## src/rtl/c4_pkg.sv

```systemverilog
// Shared constants for the Connect4 win detector: game status codes, scan FSM states
// and the fixed line numbering of the 4x4 board.
package c4_pkg;

  localparam int BOARD_N    = 4;
  localparam int NUM_CELLS  = BOARD_N * BOARD_N;
  localparam int NUM_LINES  = 2 * BOARD_N + 2;
  localparam int LINE_IDX_W = 4;

  // Rows come first, then columns, then the two diagonals
  localparam int LINE_ROW_BASE = 0;
  localparam int LINE_COL_BASE = BOARD_N;
  localparam int LINE_DIAG     = 2 * BOARD_N;
  localparam int LINE_ANTI     = 2 * BOARD_N + 1;

  localparam logic [1:0] GS_PLAYING = 2'b00;
  localparam logic [1:0] GS_P1_WIN  = 2'b01;
  localparam logic [1:0] GS_P2_WIN  = 2'b10;
  localparam logic [1:0] GS_DRAW    = 2'b11;

  typedef enum logic [1:0] {
    IDLE = 2'd0,
    SCAN = 2'd1,
    DONE = 2'd2
  } state_e;

endpackage

```

## src/rtl/c4_line_mask.sv

```systemverilog
// Combinational map from a line index to the set of board cells on that line.
// Indices past the last diagonal give an empty mask.
module c4_line_mask #(
  parameter int BOARD_N = 4,
  parameter int CELLS   = BOARD_N * BOARD_N,
  parameter int LINE_W  = $clog2(2 * BOARD_N + 2)
) (
  input  logic [LINE_W-1:0] line_idx,
  output logic [CELLS-1:0]  cell_mask
);

  always_comb begin
    int idx;
    int pos;
    cell_mask = '0;
    idx = int'(line_idx);
    for (int k = 0; k < BOARD_N; k++) begin
      pos = -1;
      if (idx < BOARD_N) begin
        pos = idx * BOARD_N + k;
      end else if (idx < 2 * BOARD_N) begin
        pos = k * BOARD_N + (idx - BOARD_N);
      end else if (idx == 2 * BOARD_N) begin
        pos = k * (BOARD_N + 1);
      end else if (idx == 2 * BOARD_N + 1) begin
        // anti-diagonal cell k sits at row k, column N-1-k
        pos = (k + 1) * (BOARD_N - 1);
      end
      if (pos >= 0) begin
        cell_mask = cell_mask | (CELLS'(1) << pos);
      end
    end
  end

endmodule

```

## src/rtl/c4_win_detector.sv

```systemverilog
// Sequential Connect4 win detector: snapshots the board on in_start, checks one line per cycle
// and reports a sticky game status. Define WINLINE_MASK_EN to expose the winning cell mask.
module c4_win_detector
  import c4_pkg::*;
#(
  parameter int BOARD_N = 4
) (
  input  logic                                 clk,
  input  logic                                 reset,
  input  logic [BOARD_N*BOARD_N-1:0]           in_gameboard,
  input  logic [BOARD_N*BOARD_N-1:0]           in_players_cells,
  input  logic                                 in_start,
  output logic [1:0]                           out_game_status,
  output logic                                 out_busy,
  output logic                                 out_done,
  output logic [$clog2(2*BOARD_N+2)-1:0]       out_win_line
`ifdef WINLINE_MASK_EN
  ,
  output logic [BOARD_N*BOARD_N-1:0]           out_win_mask
`endif
);

  localparam int CELLS  = BOARD_N * BOARD_N;
  localparam int LINE_W = $clog2(2 * BOARD_N + 2);
  localparam logic [LINE_W-1:0] LAST_LINE  = LINE_W'(2 * BOARD_N + 1);
  localparam logic [CELLS-1:0]  FULL_BOARD = '1;

  state_e             state_q, state_d;
  logic [LINE_W-1:0]  cnt_q, cnt_d;
  logic [CELLS-1:0]   board_q, board_d;
  logic [CELLS-1:0]   players_q, players_d;
  logic [1:0]         status_q, status_d;
  logic               busy_q, busy_d;
  logic               done_q, done_d;
  logic [LINE_W-1:0]  win_line_q, win_line_d;
`ifdef WINLINE_MASK_EN
  logic [CELLS-1:0]   win_mask_q, win_mask_d;
`endif

  logic [CELLS-1:0]   line_sel;
  logic               line_full;
  logic               line_p1;
  logic               line_p2;

  c4_line_mask #(
    .BOARD_N (BOARD_N),
    .CELLS   (CELLS),
    .LINE_W  (LINE_W)
  ) u_line_mask (
    .line_idx  (cnt_q),
    .cell_mask (line_sel)
  );

  assign line_full = ((board_q & line_sel) == line_sel);
  assign line_p1   = ((players_q & line_sel) == '0);
  assign line_p2   = ((players_q & line_sel) == line_sel);

  always_comb begin
    state_d    = state_q;
    cnt_d      = cnt_q;
    board_d    = board_q;
    players_d  = players_q;
    status_d   = status_q;
    busy_d     = busy_q;
    done_d     = 1'b0;
    win_line_d = win_line_q;
`ifdef WINLINE_MASK_EN
    win_mask_d = win_mask_q;
`endif
    case (state_q)
      IDLE: begin
        // A decided game never rescans
        if (in_start && (status_q == GS_PLAYING)) begin
          board_d   = in_gameboard;
          players_d = in_players_cells;
          cnt_d     = '0;
          busy_d    = 1'b1;
          state_d   = SCAN;
        end
      end
      SCAN: begin
        if (line_full && (line_p1 || line_p2)) begin
          status_d   = line_p1 ? GS_P1_WIN : GS_P2_WIN;
          win_line_d = cnt_q;
`ifdef WINLINE_MASK_EN
          win_mask_d = line_sel;
`endif
          busy_d     = 1'b0;
          done_d     = 1'b1;
          state_d    = DONE;
        end else if (cnt_q == LAST_LINE) begin
          status_d = (board_q == FULL_BOARD) ? GS_DRAW : GS_PLAYING;
          busy_d   = 1'b0;
          done_d   = 1'b1;
          state_d  = DONE;
        end else begin
          cnt_d = cnt_q + 1'b1;
        end
      end
      DONE: begin
        state_d = IDLE;
      end
      default: begin
        busy_d  = 1'b0;
        state_d = IDLE;
      end
    endcase
  end

  always_ff @(posedge clk) begin
    if (reset) begin
      state_q    <= IDLE;
      cnt_q      <= '0;
      board_q    <= '0;
      players_q  <= '0;
      status_q   <= GS_PLAYING;
      busy_q     <= 1'b0;
      done_q     <= 1'b0;
      win_line_q <= '0;
`ifdef WINLINE_MASK_EN
      win_mask_q <= '0;
`endif
    end else begin
      state_q    <= state_d;
      cnt_q      <= cnt_d;
      board_q    <= board_d;
      players_q  <= players_d;
      status_q   <= status_d;
      busy_q     <= busy_d;
      done_q     <= done_d;
      win_line_q <= win_line_d;
`ifdef WINLINE_MASK_EN
      win_mask_q <= win_mask_d;
`endif
    end
  end

  assign out_game_status = status_q;
  assign out_busy        = busy_q;
  assign out_done        = done_q;
  assign out_win_line    = win_line_q;
`ifdef WINLINE_MASK_EN
  assign out_win_mask    = win_mask_q;
`endif

endmodule
```

## config.mk

```make
export PLATFORM = sky130hd
export DESIGN_NAME = c4_win_detector
export DESIGN_NICKNAME = d
export VERILOG_FILES = /design/src/rtl/c4_pkg.sv /design/src/rtl/c4_line_mask.sv /design/src/rtl/c4_win_detector.sv
export SDC_FILE = /design/constraint.sdc
export NUM_CORES = 1
export LEC_CHECK = 0
export ABC_AREA = 1
export ABC_CLOCK_PERIOD_IN_PS = 7730
export CAP_MARGIN = 10
export CORE_MARGIN = 2
export CORE_UTILIZATION = 50
export CTS_CLUSTER_DIAMETER = 100
export DETAILED_ROUTE_END_ITERATION = 16
export DONT_BUFFER_PORTS = 1
export PLACE_DENSITY_LB_ADDON = 0.1
export SYNTH_ARGS = -nofsm -noshare
export SYNTH_HDL_FRONTEND = slang
export SYNTH_SLANG_ARGS = --single-unit
```

## constraint.sdc

```tcl
create_clock -name clk -period 7.73 [get_ports clk]
set_input_delay 1.546 -clock clk [delete_from_list [all_inputs] [get_ports clk]]
set_output_delay 1.546 -clock clk [all_outputs]
set_load 0.05 [all_outputs]
```

== Yosys cells after proc, flatten, opt, wreduce, memory -nomap -nowiden ==
Index checks and enable logic that the tools add are counted.
W data, S select, Z words.
Storage, ports and cells
  register bits after elaboration: 46
  input port bits: 35
  logic and storage cells: 98
Operators by class
  reduce and logical (&&, ||, !) cells: 15
  shift-type cells: 4
  add/subtract/negate cells: 8
  equal/unequal tests: 12
  magnitude comparators: 6
  muxes and demuxes: 38
  bitwise gates (word level): 7
Operators with widths (number)
  $mux W32: 16
  $ge A32 B1 Y1 const B: 4
  $shl A1 B32 Y16 const A: 4
  $add A5 B32 Y32 const A: 2
  $mux W16: 4
  $or A16 B16 Y16: 3
  $add A4 B32 Y32 const A: 1
  $and A16 B16 Y16: 2
  $eq A16 B16 Y1: 2
  $eq A16 B16 Y1 const B: 1
  $logic_not A16 Y1: 1
  $add A6 B2 Y7 const B: 2
  $mux W2: 7
  $eq A4 B4 Y1 const B: 3
  $mux W4: 3
  $pmux W4 S2: 1
  $reduce_and A2 Y1: 4
  $add A6 B1 Y7 const B: 1
  $ne A2 B2 Y1 const B: 3
  $mux W1: 5
  $sub A4 B3 Y5 const B: 1
  $add A4 B1 Y4 const B: 1
  $logic_not A2 Y1: 2
  $lt A4 B3 Y1 const B: 1
  13 further kinds: 16

== Longest topological paths before layout ==
  depth after elaboration: 19
  mapped depth: 26
  depth with buffers taken out: 25

== Cells and area by module ==
Synthesis repeated with hierarchy kept, for this count alone.
Second synthesis, totals
  cells, all modules: 475
  area, all modules: 2961.6 um^2
Modules (own cells, without submodules)
  c4_win_detector: instances 1, sequential area each 920.9 um^2, cells an instance 325, area an instance 2212.1 um^2
  c4_line_mask: instances 1, sequential area each 0.0 um^2, cells an instance 150, area an instance 749.5 um^2

== Least setup slack after synthesis ==
OpenSTA, ideal clock, no wires.
  kind: flip-flop to flip-flop
  from: register cnt_q[2]
  to: register cnt_q[1]
  buffers on the path: 1
  cell stages (with the launch flop): 26
  slack: 4.884 ns
  arrival: 2.734 ns
  cell sequence: dfxtp_1 buf_2 inv_1 ha_1 inv_1 ha_1 inv_1 nor2_1 inv_1 nand3_1 nand3_1 nor2_2 nand3_1 nand2_1 inv_1 nand2_1 nand2_1 nand3_1 nor2_2 nand3_2 nand2_4 nand3_4 nand2_4 inv_2 nor2_1 nor2_1
On the way
  longest elaborated chain between the ends: 19
  elaborated cells on any way between the ends: 53
Ends and longest elaborated chain
  from (decl): line c4_win_detector.sv:29  | logic [LINE_W-1:0] cnt_q, cnt_d;
  from (signal assigned): line c4_win_detector.sv:125  | cnt_q <= cnt_d;
  branches (longest 18 deep; another with $add A4 B32 Y32)
  $reduce_and A4 Y1 (no line) *
Every way passes the cells marked *.
A chain may end at the register's enable or synchronous reset.

== Final worst setup path ==
  from: register cnt_q[3]
  to: register cnt_q[0]
The elaborated chain is that of the path after synthesis.

==> impl_results.html <==
<table>
<tr><th>Metric</th><th>Value</th></tr>
<tr><th colspan="2">Power</th></tr>
<tr><td>PwrDens</td><td>176 nW/µm²</td></tr>
<tr><td>Maximum ir drop on the vdd rail</td><td>0.0918 mV</td></tr>
<tr><td>Static Leak</td><td>1.52 nW</td></tr>
<tr><td>Total Power</td><td>0.000570 W</td></tr>
<tr><th colspan="2">GRT</th></tr>
<tr><td>Pin count of the biggest net entering global routing</td><td>65</td></tr>
<tr><td>Initial antenna violation count</td><td>0</td></tr>
<tr><td>Overall overflow remaining after global route</td><td>0</td></tr>
<tr><td>Global routing usage summed across all routing layers</td><td>22.8%</td></tr>
<tr><td>Wire length of the first global-routing pass</td><td>13.1 mm</td></tr>
<tr><td>Via count of the first global-routing pass</td><td>2762</td></tr>
<tr><th colspan="2">Yosys</th></tr>
<tr><td>Synth unique cells</td><td>28</td></tr>
<tr><td>Syn avg cell area</td><td>6.31 µm²</td></tr>
<tr><td>Cells after Synth</td><td>495</td></tr>
<tr><td>Mapped Nets</td><td>541</td></tr>
<tr><td>Area of the mapped netlist</td><td>3120 µm²</td></tr>
<tr><td>Yosys synthesis warning count</td><td>0</td></tr>
<tr><td>Fraction of the yosys area taken by sequential cells</td><td>29.5%</td></tr>
<tr><td>Register bit count reported by yosys</td><td>46</td></tr>
<tr><th colspan="2">Run status</th></tr>
<tr><td>Run status</td><td>finished clean</td></tr>
<tr><th colspan="2">Timing</th></tr>
<tr><td>Max Clock Skew</td><td>0.00461 ns</td></tr>
<tr><td>Total negative slack for setup checks</td><td>0 ns</td></tr>
<tr><td>Transition at the pin with the smallest max-transition slack</td><td>1.03 ns</td></tr>
<tr><td>Setup-violating endpoint count in the final report</td><td>0</td></tr>
<tr><td>Max frequency</td><td>276 MHz</td></tr>
<tr><td>Min Clock Period, post-route</td><td>3.63 ns</td></tr>
<tr><td>Relative max-transition margin</td><td>31.4%</td></tr>
<tr><td>Final Hold Fails</td><td>0</td></tr>
<tr><td>Final worst-path cycle share</td><td>46.9%</td></tr>
<tr><td>Unrepaired setup endpoints after global routing</td><td>no</td></tr>
<tr><td>Final-report max-slew violation count</td><td>0</td></tr>
<tr><th colspan="2">Floorplan</th></tr>
<tr><td>Die height</td><td>83.0 µm</td></tr>
<tr><td>Count of boundary I/O pins</td><td>43</td></tr>
<tr><td>Cell Rows</td><td>28</td></tr>
<tr><td>Die Width</td><td>83.0 µm</td></tr>
<tr><td>Overall die area</td><td>6890 µm²</td></tr>
<tr><td>Initial core utilization</td><td>52.1%</td></tr>
<tr><td>Std-Cell Core Area</td><td>5990 µm²</td></tr>
<tr><th colspan="2">Finish</th></tr>
<tr><td>Commonest cells after routing, fill and taps aside</td><td>sky130_fd_sc_hd__nand2_1, sky130_fd_sc_hd__inv_1, sky130_fd_sc_hd__nor2_1</td></tr>
<tr><td>Final instance area</td><td>3230 µm²</td></tr>
<tr><td># nets final</td><td>531</td></tr>
<tr><td>Number of diodes added for antenna fixing</td><td>0</td></tr>
<tr><td>Most common cell after layout, fill and taps aside</td><td>sky130_fd_sc_hd__nand2_1</td></tr>
<tr><td>Share of layout cells above drive strength 1</td><td>10.5%</td></tr>
<tr><td>Fraction of the core area covered by cells at the end of the flow</td><td>54.0%</td></tr>
<tr><td>Layout Area Growth over Synthesis</td><td>3.57%</td></tr>
<tr><th colspan="2">Critical path</th></tr>
<tr><td>Crit Path Category</td><td>reg -&gt; reg</td></tr>
<tr><td>Crit start category</td><td>register</td></tr>
<tr><td>Worst EP arrival</td><td>3.82 ns</td></tr>
<tr><td>Worst reg-to-reg path cell count</td><td>22</td></tr>
<tr><td>Critical path's most frequent cell</td><td>sky130_fd_sc_hd__nor2_1</td></tr>
<tr><td>Maximum single-stage delay on the critical path</td><td>0.76 ns</td></tr>
<tr><td>Cell with the largest stage delay on the worst path</td><td>sky130_fd_sc_hd__dfxtp_1</td></tr>
<tr><td>Kind of cell adding the most delay to the critical path</td><td>simple AND/OR/NAND/NOR gates</td></tr>
<tr><td>Critical Path Stages</td><td>22</td></tr>
<tr><td>Cells along the critical path</td><td>inv_2, ha_1, inv_1, ha_1, inv_1, nor2_1, inv_1, nand3_1, nand3_1, nor2_2, nand4_1, nand2_1, nand2_1, nand3_1, nor2_1, nand3_2, nand2_4, nand3_4, nand2_4, inv_2, nor2_1, nor2_1</td></tr>
<tr><td>Data required time of the critical path</td><td>7.93 ns</td></tr>
<tr><td>Critical Path Sink Type</td><td>register</td></tr>
<tr><td>Worst-path fanout max</td><td>17</td></tr>
<tr><td>Sum of buffers and inverters on the critical path</td><td>5</td></tr>
<tr><th colspan="2">Clock network</th></tr>
<tr><td>Cells resized by post-CTS repair</td><td>0</td></tr>
<tr><td>Post-CTS setup buffer count</td><td>0</td></tr>
<tr><td>Clk sink count</td><td>46</td></tr>
<tr><td>CTS root buf</td><td>sky130_fd_sc_hd__clkbuf_8</td></tr>
<tr><td>CTS max path bufs</td><td>2</td></tr>
<tr><td>Clock slew at the register clock pins of the worst setup and hold paths</td><td>0.09 ns</td></tr>
<tr><td>Clock buffer count from CTS</td><td>5</td></tr>
<tr><td>CTS tree</td><td>built</td></tr>
<tr><td>Hold bufs inserted after CTS</td><td>0</td></tr>
<tr><td>H-tree depth</td><td>2</td></tr>
<tr><td>Clock latency on the worst-skew pair</td><td>0.30 ns</td></tr>
<tr><th colspan="2">Routing</th></tr>
<tr><td>Drt initial violations</td><td>191</td></tr>
<tr><td>Wire length per cell after detailed routing</td><td>13.8 µm</td></tr>
<tr><td>Routed WL</td><td>7.75 mm</td></tr>
<tr><td>Count of nets left with antenna violations after detail routing</td><td>0</td></tr>
<tr><td>DRC viols</td><td>0</td></tr>
<tr><td>Drt via density</td><td>5.47</td></tr>
<tr><td>First-pass DRT Iterations</td><td>5</td></tr>
<tr><td>Routed via count</td><td>3071</td></tr>
<tr><th colspan="2">Placed design</th></tr>
<tr><td>Count of buffers from port buffering</td><td>0</td></tr>
<tr><td>Final weighted congestion of routability-driven global placement</td><td>0.936</td></tr>
<tr><td>Total placed instance area</td><td>3120 µm²</td></tr>
<tr><td>Estimated wirelength of the detail-placed design</td><td>5.98 mm</td></tr>
<tr><th colspan="2">Flow run</th></tr>
<tr><td># Max-Cap Violations</td><td>0</td></tr>
<tr><th colspan="2">Hold path</th></tr>
<tr><td>Number of instances on the worst hold path</td><td>2</td></tr>
<tr><td>Class of the most critical hold timing path</td><td>reg -&gt; reg</td></tr>
</table>
==> sequential cells by signal, summed over array words and instances (netlist names) <==
signal and flops:
out_busy 1, state_q 2, out_game_status 2, out_win_line 4, out_done 1, cnt_q 4
board_q 16, players_q 16
==> logic make-up after synthesis <==
| logic type | Yosys count | synth area share [%] |
|---|---|---|
| flops | 46 | 29.5 |
| simple gates | 269 | 40.3 |
| buf+inv | 82 | 11.0 |
| xor+xnor | 2 | 0.561 |
| compound gates | 85 | 14.3 |
| fa+ha+maj | 11 | 4.41 |
==> final timing paths <==
path	startpoint	end	slack, ns
max	cnt_q[3]	cnt_q[0]	4.10
min	players_q[6]	players_q[6]	0.48
max reg2reg	cnt_q[3]	cnt_q[0]	4.10
min reg2reg	players_q[6]	players_q[6]	0.48
==> Yosys cell counts, drive strengths merged <==
library cell | count | share of area, %
a21oi | 44 | 7.2
a22oi | 2 | 0.48
buf | 8 | 2.0
clkbuf | 9 | 1.1
clkinv | 1 | 0.16
dfxtp | 46 | 29
ha | 11 | 4.4
inv | 64 | 7.7
nand2 | 141 | 19
nand3 | 50 | 9.7
nand4 | 16 | 3.2
nor2 | 54 | 7.2
nor3 | 8 | 1.4
o21ai | 39 | 6.6
xor2 | 2 | 0.56
==> worst reg2reg max path, cell delays in order, from the launching register on <==
cell	delay, ns
sky130_fd_sc_hd__dfxtp_1	0.76
sky130_fd_sc_hd__inv_2	0.19
sky130_fd_sc_hd__ha_1	0.30
sky130_fd_sc_hd__inv_1	0.17
sky130_fd_sc_hd__ha_1	0.25
sky130_fd_sc_hd__inv_1	0.05
sky130_fd_sc_hd__nor2_1	0.05
sky130_fd_sc_hd__inv_1	0.08
sky130_fd_sc_hd__nand3_1	0.11
sky130_fd_sc_hd__nand3_1	0.11
sky130_fd_sc_hd__nor2_2	0.08
sky130_fd_sc_hd__nand4_1	0.12
sky130_fd_sc_hd__nand2_1	0.14
sky130_fd_sc_hd__nand2_1	0.15
sky130_fd_sc_hd__nand3_1	0.09
sky130_fd_sc_hd__nor2_1	0.16
sky130_fd_sc_hd__nand3_2	0.13
sky130_fd_sc_hd__nand2_4	0.12
sky130_fd_sc_hd__nand3_4	0.14
sky130_fd_sc_hd__nand2_4	0.14
sky130_fd_sc_hd__inv_2	0.05
sky130_fd_sc_hd__nor2_1	0.09
sky130_fd_sc_hd__nor2_1	0.05
==> layout make-up <==
cell class,instances,area (µm²)
clock buffer,6,72.6
sequential,46,921
inverter,65,245
multi-input combinational,367,1860
tap,75,93.8
clock inverter,2,37.5
fill,630,2760
==> metal layers <==
metal / up-vias / part of all wire [%] / global-route usage (%)
met5: - / 0 / 0
met4: 0 / 2.2 / 7.75
met3: 20 / 7.5 / 4.97
met2: 126 / 42 / 34.2
met1: 1350 / 48 / 32.5
li1: 1575 / - / -
==> metrics by stage <==
step | hold WS [ns] | std cells | setup WS (ns)
after floorplan | 0.432 | 495 | 4.88
after global placement | 0.462 | 553 | 4.21
after detailed placement | 0.464 | 553 | 4.17
after CTS | 0.478 | 561 | 4.14
after global routing | 0.498 | 561 | 3.70
final | 0.477 | 561 | 4.10
==> power breakdown <==
group / switching [W] / total (W) / internal, W / leakage, nW
registers: 0.0000140 / 0.000268 / 0.000254 / 0.379
logic: 0.0000850 / 0.000123 / 0.0000382 / 1.09
clock network: 0.0000822 / 0.000179 / 0.0000965 / 0.0514
total: 0.000181 / 0.000570 / 0.000389 / 1.52
Note: power is estimated with default switching activity, not from simulation.
==> patch (config.mk and constraints unchanged) <==
Add a define of `WINLINE_MASK_EN`.
--- a/src/rtl/c4_win_detector.sv
+++ b/src/rtl/c4_win_detector.sv
@@ -2,2 +2,4 @@
 // and reports a sticky game status. Define WINLINE_MASK_EN to expose the winning cell mask.
+`define WINLINE_MASK_EN
+
 module c4_win_detector
Function (old outputs only; new: out_win_mask): kept (Yosys induction, for registers that start in step).
==> patch against the unedited design <==
- cell area up 19%
- routed wire length up 28%
- area after synthesis up 15%
- power up 37%
- core utilization up 1.9 points
- combinational power up 3%
- setup slack worse by 0.48 ns
- sequential cell count up 16
- final cell count up 16%
- largest power group unchanged
==> patch: results (changes against the unedited design) <==
metric,value,unit,change
fillers,715,,was 630
non-clock buffer share of cell area,0.00391,,was 0
Finished Layout Cells,651,,was 561
clock buf count,10,,was 6
Die W,88.9,microns,was 83.0 microns
r2r endpoint,cnt_q[3],,was cnt_q[0]
grt met2 use,0.436,,was 0.342
final setup skew,0.0147,ns,was 0.00461 ns
Non-clk invs,63,,was 65
min-delay src,players_q[8],,was players_q[6]
outcome,finished clean,,unchanged
drt initial violations,233,,was 191
setup slack after placement,3.71,ns,was 4.17 ns
met2 WL,4.75,mm,was 3.27 mm
Multi-input gate area,2020,sq um,was 1860 sq um
Worst Tran Pin Value,0.784,ns,was 1.03 ns
GP Congestion,0.956,,was 0.936
vias in the first global route,3248,,was 2762
Worst Reg-to-Reg Cells,20,,was 22
post-synthesis adder-cell area fraction,0.0382,,was 0.0441
WP data arrival,4.39,ns,was 3.82 ns
first-pass GRT wire length,16.0,mm,was 13.1 mm
Plain + repair buffers,2,,was 0
combinational share of power,0.163,,was 0.216
Crit Path Max Fanout,27,,was 17
## patch: changes by cell type in the layout (fill, tap and decap cells not counted), moves of 5 or more
cell | before | now
nand3_2 | 9 | 4
nand2_1 | 127 | 144
a21oi_1 | 43 | 61
dfxtp_1 | 46 | 62
nor3_1 | 7 | 0
clkbuf_8 | 5 | 10
nand4_1 | 16 | 33
nor2_1 | 47 | 53
nand3_1 | 40 | 48
## patch: power by group through the flow
| stage | clock network, uW | registers [uW] | logic (uW) |
|---|---|---|---|
| floorplan | 0 | 353 | 102 |
| global route | 319 | 352 | 143 |
| CTS | 305 | 349 | 125 |
| detailed placement | 0 | 356 | 125 |
| finish | 302 | 349 | 127 |
| global placement | 0 | 356 | 123 |
## patch: tightest hold or removal path, cell delays in order (launching register included)
cell and delay, ns:
dfxtp_1 0.31, inv_1 0.06, a21oi_1 0.06
## patch: cell families after synthesis
family | after synthesis
adders and majority gates | 11
DFF | 62
and+or+nand+nor | 297
buffers and inverters | 87
xor gates and xnor gates | 2
AOI/OAI and AO/OA | 102
